[src/rtl/dl_deserializer.sv]
// dl_deserializer
//   Recovers a framed serial stream into a parallel row/column buffer.
//   A frame is: dl_en rises, PREAMBLE_COUNT alternating training bits, then
//   (depth+1) rows of (width+1) bits each, row 0 first, MSB (bit index
//   width) first within a row. Each bit lasts clk_div+1 clk cycles and is
//   sampled at the middle of its period.
//
//   The transmitter must drop dl_en between frames. While dl_en stays high
//   after a completed or rejected frame, the receiver waits in WAIT_IDLE and
//   does not re-arm.
//
// Ports
//   clk, rst      clock, asynchronous active-high reset
//   dl_in         serial data, synchronous to clk
//   dl_en         line-active qualifier from the transmitter
//   clk_div       bit period minus one, in clk cycles
//   width, depth  row bits minus one / rows minus one (clamped to maximum)
//   par_out       last successfully received frame
//   out_valid     one-cycle pulse when par_out is updated
//   busy          receiver is not idle
//   preamble_err  one-cycle pulse: training pattern violated
//   frame_err     one-cycle pulse: dl_en dropped mid-frame
//   dbg_state     current FSM state (0 IDLE, 1 PREAMBLE, 2 PAYLOAD, 3 WAIT_IDLE)
module dl_deserializer #(
  parameter int DATA_WIDTH     = 8,
  parameter int DATA_DEPTH     = 4,
  parameter int DIV_WIDTH      = 8,
  parameter int PREAMBLE_COUNT = 8,
  localparam int WW  = $clog2(DATA_WIDTH) + 1,
  localparam int DW  = $clog2(DATA_DEPTH) + 1
) (
  input  logic                                  clk,
  input  logic                                  rst,
  input  logic                                  dl_in,
  input  logic                                  dl_en,
  input  logic [DIV_WIDTH-1:0]                  clk_div,
  input  logic [WW-1:0]                         width,
  input  logic [DW-1:0]                         depth,
  output logic [DATA_DEPTH-1:0][DATA_WIDTH-1:0] par_out,
  output logic                                  out_valid,
  output logic                                  busy,
  output logic                                  preamble_err,
  output logic                                  frame_err,
  output logic [1:0]                            dbg_state
);

  localparam int PCW = $clog2(PREAMBLE_COUNT + 1);

  typedef enum logic [1:0] {
    IDLE      = 2'd0,
    PREAMBLE  = 2'd1,
    PAYLOAD   = 2'd2,
    WAIT_IDLE = 2'd3
  } state_t;

  state_t                               state_q, state_d;
  logic [DIV_WIDTH-1:0]                 phase_q, phase_d;
  logic [PCW-1:0]                       pre_cnt_q, pre_cnt_d;
  logic                                 exp_q, exp_d;
  logic [DW-1:0]                        row_q, row_d;
  logic [WW-1:0]                        col_q, col_d;
  logic [DATA_DEPTH-1:0][DATA_WIDTH-1:0] shadow_q, shadow_d;
  logic [DATA_DEPTH-1:0][DATA_WIDTH-1:0] par_out_q, par_out_d;
  logic                                 out_valid_q, out_valid_d;
  logic                                 preamble_err_q, preamble_err_d;
  logic                                 frame_err_q, frame_err_d;

  logic [WW-1:0] width_eff;
  logic [DW-1:0] depth_eff;
  logic          wrap;
  logic          sample;
  logic          mismatch;

  // Out-of-range geometry is clamped to the buffer size.
  assign width_eff = (width > WW'(DATA_WIDTH - 1)) ? WW'(DATA_WIDTH - 1) : width;
  assign depth_eff = (depth > DW'(DATA_DEPTH - 1)) ? DW'(DATA_DEPTH - 1) : depth;

  // Mid-bit sampling; with clk_div=0 both conditions hold every cycle.
  assign wrap   = (phase_q == clk_div);
  assign sample = (phase_q == (clk_div >> 1));

  // The first training sample only seeds the expectation.
  assign mismatch = (pre_cnt_q != '0) && (dl_in != exp_q);

  always_comb begin
    state_d        = state_q;
    phase_d        = phase_q;
    pre_cnt_d      = pre_cnt_q;
    exp_d          = exp_q;
    row_d          = row_q;
    col_d          = col_q;
    shadow_d       = shadow_q;
    par_out_d      = par_out_q;
    out_valid_d    = 1'b0;
    preamble_err_d = 1'b0;
    frame_err_d    = 1'b0;

    case (state_q)
      IDLE: begin
        phase_d = '0;
        if (dl_en) begin
          state_d   = PREAMBLE;
          pre_cnt_d = '0;
          row_d     = '0;
          col_d     = width_eff;
          shadow_d  = '0;
        end
      end

      PREAMBLE: begin
        phase_d = wrap ? '0 : phase_q + 1'b1;
        // Losing dl_en outranks a simultaneous pattern mismatch.
        if (!dl_en) begin
          frame_err_d = 1'b1;
          state_d     = IDLE;
          shadow_d    = '0;
        end else if (sample && mismatch) begin
          preamble_err_d = 1'b1;
          state_d        = WAIT_IDLE;
        end else begin
          if (sample) begin
            exp_d     = ~dl_in;
            pre_cnt_d = pre_cnt_q + 1'b1;
          end
          // Payload starts on a bit boundary once training is complete.
          if (wrap && (pre_cnt_d == PCW'(PREAMBLE_COUNT))) begin
            state_d = PAYLOAD;
          end
        end
      end

      PAYLOAD: begin
        phase_d = wrap ? '0 : phase_q + 1'b1;
        if (!dl_en) begin
          frame_err_d = 1'b1;
          state_d     = IDLE;
          shadow_d    = '0;
        end else if (sample) begin
          for (int r = 0; r < DATA_DEPTH; r++) begin
            for (int c = 0; c < DATA_WIDTH; c++) begin
              if ((int'(row_q) == r) && (int'(col_q) == c)) begin
                shadow_d[r][c] = dl_in;
              end
            end
          end
          if (col_q == '0) begin
            if (row_q == depth_eff) begin
              // Publish including the bit captured this cycle.
              par_out_d   = shadow_d;
              out_valid_d = 1'b1;
              state_d     = WAIT_IDLE;
            end else begin
              row_d = row_q + 1'b1;
              col_d = width_eff;
            end
          end else begin
            col_d = col_q - 1'b1;
          end
        end
      end

      WAIT_IDLE: begin
        phase_d = '0;
        if (!dl_en) begin
          state_d = IDLE;
        end
      end

      default: begin
        state_d = IDLE;
      end
    endcase
  end

  always_ff @(posedge clk or posedge rst) begin
    if (rst) begin
      state_q        <= IDLE;
      phase_q        <= '0;
      pre_cnt_q      <= '0;
      exp_q          <= 1'b0;
      row_q          <= '0;
      col_q          <= '0;
      shadow_q       <= '0;
      par_out_q      <= '0;
      out_valid_q    <= 1'b0;
      preamble_err_q <= 1'b0;
      frame_err_q    <= 1'b0;
    end else begin
      state_q        <= state_d;
      phase_q        <= phase_d;
      pre_cnt_q      <= pre_cnt_d;
      exp_q          <= exp_d;
      row_q          <= row_d;
      col_q          <= col_d;
      shadow_q       <= shadow_d;
      par_out_q      <= par_out_d;
      out_valid_q    <= out_valid_d;
      preamble_err_q <= preamble_err_d;
      frame_err_q    <= frame_err_d;
    end
  end

  assign par_out      = par_out_q;
  assign out_valid    = out_valid_q;
  assign preamble_err = preamble_err_q;
  assign frame_err    = frame_err_q;
  assign busy         = (state_q != IDLE);
  assign dbg_state    = state_q;

endmodule

[config.mk]
export PLATFORM = sky130hd
export DESIGN_NAME = dl_deserializer
export DESIGN_NICKNAME = d
export VERILOG_FILES = /design/src/rtl/dl_deserializer.sv
export SDC_FILE = /design/constraint.sdc
export NUM_CORES = 1
export LEC_CHECK = 0
export ABC_CLOCK_PERIOD_IN_PS = 8580
export BUFFER_PORTS_ARGS = -buffer_cell sky130_fd_sc_hd__buf_4
export CAP_MARGIN = 40
export CELL_PAD_IN_SITES_DETAIL_PLACEMENT = 1
export CELL_PAD_IN_SITES_GLOBAL_PLACEMENT = 1
export CORE_MARGIN = 3
export CORE_UTILIZATION = 45
export CTS_CLUSTER_SIZE = 16
export DETAILED_ROUTE_END_ITERATION = 12
export HOLD_SLACK_MARGIN = 0.12
export PLACE_DENSITY_LB_ADDON = 0.2
export SLEW_MARGIN = 40
export SYNTH_ARGS = -nofsm -noshare
export SYNTH_HDL_FRONTEND = slang
export SYNTH_SLANG_ARGS = --single-unit
export TNS_END_PERCENT = 30
[constraint.sdc]
create_clock -name clk -period 8.58 [get_ports clk]
set_clock_uncertainty 0.1 [all_clocks]
set_input_delay 1.716 -clock clk [delete_from_list [all_inputs] [get_ports clk]]
set_output_delay 1.716 -clock clk [all_outputs]
set_load 0.02 [all_outputs]
==> flow_summary_export.csv, run 1 <==
group,metric,value,unit
logic_synthesis,async_reset_ff_frac,1.00,
global_route,overflow,0,
power_and_ir_drop,power.leakage,0.00272,uW
detailed_routing,viasPerCell,5.73,
final_layout,nFillCells,1229,
final_layout,mostFrequentLayoutCell,"dfrtp_1",
logic_synthesis,synth_fp_nets,571,
critical_path,crit_path_end_kind,"flop",
sta,rsz0062_at_grt,"false",
logic_synthesis,synth_cell_types,48,
power_and_ir_drop,ir_drop,0.000130,V
clock_tree,htree_levels,3,
global_route,grt_pass1_vias,4278,
logic_synthesis,syn_area,0.00498,mm2
critical_path,cp_slowest_cell,"or4b_2",
run_status,status,"finished, final reports clean",
clock_tree,cts_buffers,9,
sta,tns,0,ns
logic_synthesis,syn_inst,534,
floorplanning,die_x,111,um
clock_tree,cts.sinks,89,
sta,period_needed,4.20,ns
place,post-dp-hpwl,8860,um
critical_path,crit_fanout,33,
clock_tree,insertion_delay,0.37,ns
place,io_buffers,56,
critical_path,startpoint_type,"input port",
detailed_routing,drt_wl_total,12900,um
final_layout,syn2layout_area_growth,13.2,%
sta,drv_slew,0,
final_layout,drive_gt1_frac,0.155,
detailed_routing,dr.first_iter.drc_count,201,
sta,finalHoldViolCount,0,
logic_synthesis,yosysWarnings,0,
power_and_ir_drop,power.density,208,mW/mm2
floorplanning,rows,37,
sta,timing.fmax,238,MHz
place,place_ws,4.00,ns
floorplanning,core_area,0.0106,mm2
detailed_routing,ant_nets,0,
final_layout,antenna_cells,0,
critical_path,worstPathArrival,4.36,ns
logic_synthesis,synth_flop_cell,"dfrtp_1",
critical_path,path_common_cell,"buf_4",
clock_tree,post_cts_resized,0,
global_route,grt_pass1_wl,21700,um
floorplanning,ioPinCount,57,
clock_tree,cts.clk_slew.worst_paths,0.09,ns
detailed_routing,wl_per_cell,18.2,um
sta,timing.final.crit_share,0.490,
logic_synthesis,syn_area_per_cell,9.32,um2
detailed_routing,route.detailed.drc,0,
clock_tree,postCtsSetupBuffers,0,
critical_path,path_cells,"buf_4, xor2_1, or4_4, o21ai_2, a22oi_2, buf_4, or4b_2, o31ai_1",
detailed_routing,dr_total_vias,4065,
floorplanning,die-area,0.0124,mm2
critical_path,crit_type,"input port to flop",
final_layout,regArea,0.00223,mm2
critical_path,cp_slowest_stage_delay,1.01,ns
sta,worstMarginPinSlew,0.702,ns
floorplanning,initial_core_util,0.471,
global_route,antenna_found_initial,0,
final_layout,final_cell_mix,"89 x dfrtp_1, 68 x nand2_1, 63 x o21ai_0",
clock_tree,cts_tree,"built",
place,gp_congestion,0.841,
critical_path,cp_num_buf_inv,2,
sta,relSlewSlack,0.532,
floorplanning,die_y,111,um
place,placed_cell_area,0.00544,mm2
flow_run,max_cap_violations,0,
worst_hold_path,min_path_type,"flop to flop",
final_layout,finalInstanceArea,0.00563,mm2
logic_synthesis,synth_edf_count,0,
critical_path,crit_family,"simple AND/OR/NAND/NOR gates",
critical_path,critPathRequiredTime,8.74,ns
sta,setup-violations-final,0,
clock_tree,cts_hold_buf,0,
global_route,grtUsageTotal,0.213,
final_layout,multiInputGateArea,0.00253,mm2
sta,setup_slack,4.38,ns
detailed_routing,dr.pass1.iters,4,
logic_synthesis,yosysSeqAreaShare,0.448,
clock_tree,clk_path_buf_depth,2,
final_layout,nNetsFinal,605,
clock_tree,cts_root_buf,"clkbuf_8",
global_route,grt_max_degree,65,
logic_synthesis,synth_seq_cells,89,
-- state kept, by name, indices dropped and copies added, names as in the netlist --
signal / cells
col_q: 4
out_valid: 1
phase_q: 8
pre_cnt_q: 4
row_q: 3
dbg_state: 2
par_out: 32
preamble_err: 1
shadow_q: 32
frame_err: 1
exp_q: 1
-- worst register-to-register path, delay by kind of cell (launching register included) --
| family | cells | cell delay, ns |
|---|---|---|
| xor+xnor | 1 | 0.20 |
| compound gates | 3 | 0.57 |
| simple gates | 2 | 1.52 |
| flops | 1 | 0.48 |
| buf+inv | 1 | 0.27 |
-- cell families after synthesis --
logic type | share of synthesized area
AOI/OAI and AO/OA | 0.195
and+or+nand+nor | 0.146
DFF | 0.448
buffers and inverters | 0.0470
muxes | 0.0790
xor gates and xnor gates | 0.0405
adders and majority gates | 0.0453
-- path summary, 6_finish.rpt --
path | start | to | slack (ns) | cells past startpoint
max | clk_div[7] | shadow_q[22]$_DFFE_PP0P_ | 4.38 | 8
min | par_out[30]$_DFFE_PP0P_ | par_out[30]$_DFFE_PP0P_ | 0.38 | 2
max reg2reg | phase_q[1]$_DFF_PP0_ | shadow_q[22]$_DFFE_PP0P_ | 5.32 | 7
min reg2reg | par_out[30]$_DFFE_PP0P_ | par_out[30]$_DFFE_PP0P_ | 0.38 | 2
max in group asynchronous | rst | shadow_q[27]$_DFFE_PP0P_ | 5.96 | 3
min in group asynchronous | rst | phase_q[0]$_DFF_PP0_ | 1.31 | 2
-- per-layer routing --
| layer | wire length (um) | vias up | share of wire | track usage |
|---|---|---|---|---|
| met5 | 0 | - | 0 | 0 |
| met2 | 6400 | 64 | 0.50 | 0.368 |
| met3 | 367 | 23 | 0.028 | 0.0338 |
| met1 | 5880 | 2015 | 0.46 | 0.273 |
| met4 | 265 | 0 | 0.021 | 0.0730 |
| li1 | - | 1963 | - | - |
-- synthesized netlist by cell type, types with 10 or more instances --
master,instances,area (um2)
nor2_1,39,146
mux2i_1,37,370
inv_1,14,52.6
nand3_1,10,50.1
o21ai_0,63,315
nand2_1,68,255
xor2_1,18,158
ha_1,18,225
dfrtp_1,89,2230
a21oi_1,23,115
clkbuf_1,28,105
o31ai_1,49,368
-- layout make-up --
type,instances,area share
Tap cell,136,0.0302
Timing Repair Buffer,61,0.0813
Clock inverter,6,0.0104
Multi-Input combinational cell,393,0.450
Clock buffer,10,0.0227
Sequential cell,89,0.396
Inverter,14,0.00956
-- stage by stage --
stage                     hold slack [ns]  cells   util  power [uW]
after floorplan                     0.365    534      -         757
after global placement              0.364    693  0.514         863
after detailed placement            0.371    693  0.516         882
after CTS                           0.390    709  0.533        1170
after global routing                0.416    709  0.533        1240
final                               0.385    709  0.533        1170
-- power by group --
| group | switching (uW) | internal (uW) |
|---|---|---|
| combinational | 259 | 130 |
| sequential | 46.8 | 443 |
| clock | 157 | 133 |
Power figures use the tool's default switching activity.
==> run 2, diff against run 1 <==
Settings changed: ABC_CLOCK_PERIOD_IN_PS 8580 to 3400, CORE_UTILIZATION 45 to 41.
Clock period 8.58 ns to 3.4 ns, I/O delays scaled along.
==> flow_summary_export.csv, run 2 (synthesis gave the netlist of run 1 again) <==
group,metric,value,unit
clock_tree,cts_root_buf,"clkbuf_16",
place,io_buffers,56,
sta,worstMarginPinSlew,0.685,ns
floorplanning,ioPinCount,57,
place,post-dp-hpwl,8610,um
clock_tree,post_cts_resized,0,
floorplanning,core_area,0.0117,mm2
clock_tree,postCtsSetupBuffers,0,
critical_path,crit_fanout,64,
critical_path,startpoint_type,"flop",
clock_tree,cts.clk_slew.worst_paths,0.06,ns
floorplanning,die_y,116,um
detailed_routing,viasPerCell,5.68,
global_route,grt_pass1_wl,21500,um
place,gp_congestion,0.805,
power_and_ir_drop,p_switching,1200,uW
global_route,antenna_found_initial,0,
critical_path,critPathRequiredTime,3.50,ns
power_and_ir_drop,power.leakage,0.00279,uW
global_route,overflow,0,
place,placed_cell_area,0.00551,mm2
clock_tree,cts_tree,"built",
detailed_routing,wl_per_cell,17.8,um
final_layout,nFillCells,1359,
power_and_ir_drop,power.density,562,mW/mm2
sta,finalHoldViolCount,0,
sta,period_needed,2.99,ns
sta,timing.final.crit_share,0.879,
critical_path,r2r_slack,0.41,ns
detailed_routing,drt_wl_total,12900,um
final_layout,multiInputGateArea,0.00252,mm2
power_and_ir_drop,switching_share,0.368,
sta,timing.fmax,335,MHz
floorplanning,initial_core_util,0.427,
sta,rsz0062_at_grt,"false",
detailed_routing,route.detailed.drc,0,
critical_path,worstPathArrival,3.09,ns
final_layout,drive_gt1_frac,0.155,
floorplanning,die-area,0.0135,mm2
power_and_ir_drop,ir_drop,0.000349,V
flow_run,max_cap_violations,0,
sta,drv_slew,0,
detailed_routing,dr_total_vias,4112,
clock_tree,cts_buffers,9,
critical_path,crit_path_end_kind,"flop",
detailed_routing,dr.first_iter.drc_count,173,
global_route,grtUsageTotal,0.201,
sta,relSlewSlack,0.542,
final_layout,nNetsFinal,613,
final_layout,antenna_cells,0,
power_and_ir_drop,combinationalPowerShare,0.314,
critical_path,crit_type,"flop to flop",
clock_tree,cts.sinks,89,
global_route,grt_pass1_vias,4255,
clock_tree,htree_levels,3,
final_layout,syn2layout_area_growth,16.5,%
final_layout,finalInstanceArea,0.00580,mm2
final_layout,regArea,0.00223,mm2
power_and_ir_drop,pwr-share-seq,0.378,
global_route,grt_max_degree,69,
detailed_routing,dr.pass1.iters,4,
sta,tns,0,ns
sta,setup-violations-final,0,
power_and_ir_drop,internal_power,2060,uW
run_status,status,"finished, final reports clean",
power_and_ir_drop,pwr-share-clk,0.308,
floorplanning,die_x,116,um
final_layout,mostFrequentLayoutCell,"dfrtp_1",
clock_tree,insertion_delay,0.34,ns
final_layout,final_cell_mix,"89 x dfrtp_1, 68 x nand2_1, 68 x buf_4",
worst_hold_path,min_path_type,"input port to asynchronous set/reset pin",
detailed_routing,ant_nets,0,
clock_tree,cts_hold_buf,0,
floorplanning,rows,39,
clock_tree,clk_path_buf_depth,2,
## run 2: critical path, cell delays in order, from the launching register on
cell	delay, ns
dfrtp_1	0.46
inv_1	0.14
ha_1	0.21
or3b_2	0.51
nor2_1	0.14
o21ai_0	0.23
or3_2	0.48
buf_4	0.29
nand2_1	0.14
o21ai_0	0.09
## run 2: cell type report
class,count,share of cell area
Sequential cell,89,0.384
Tap cell,143,0.0309
Inverter,14,0.00928
Timing Repair Buffer,69,0.0915
Multi-Input combinational cell,393,0.434
Clock buffer,14,0.0438
Clock inverter,2,0.00647
## run 2: metrics by stage
| stage | power [uW] | worst slack [ns] | cells | util | hold slack [ns] |
|---|---|---|---|---|---|
| 3_3_place_gp | 2230 | 0.363 | 708 | 0.472 | 0.365 |
| 5_1_grt | 3450 | 0.190 | 724 | 0.497 | 0.232 |
| 3_5_place_dp | 2260 | 0.290 | 708 | 0.472 | 0.373 |
| 2_1_floorplan | 1910 | 0.313 | 534 | - | 0.365 |
| 4_1_cts | 3280 | 0.399 | 724 | 0.497 | 0.224 |
| 6_report | 3260 | 0.412 | 724 | 0.497 | 0.219 |
## run 2: worst paths after layout
check,from,to,depth (start not counted)
max,col_q[0]$_DFFE_PP0P_,par_out[0]$_DFFE_PP0P_,9
min,rst,col_q[0]$_DFFE_PP0P_,2
min reg2reg,par_out[10]$_DFFE_PP0P_,par_out[10]$_DFFE_PP0P_,2
min in group clk,par_out[10]$_DFFE_PP0P_,par_out[10]$_DFFE_PP0P_,2
max reg2reg,col_q[0]$_DFFE_PP0P_,par_out[0]$_DFFE_PP0P_,9
max in group asynchronous,rst,row_q[2]$_DFFE_PP0P_,3
## run 2: power by group through the flow
stage               sequential (uW)  clock (uW)  combinational (uW)
floorplan                      1210           0                 701
finish                         1230        1000                1020
global placement               1240           0                 983
global route                   1250        1070                1130
CTS                            1230        1030                1030
detailed placement             1250           0                1010
## run 2: metal layers
layer  wire length (um)  global-route usage  vias to the layer above
li1                   -                   -                     1979
met1               6230               0.277                     2053
met2               6110               0.321                       66
met3                382              0.0378                       14
met4                207              0.0688                        0
met5                  0                   0                        -
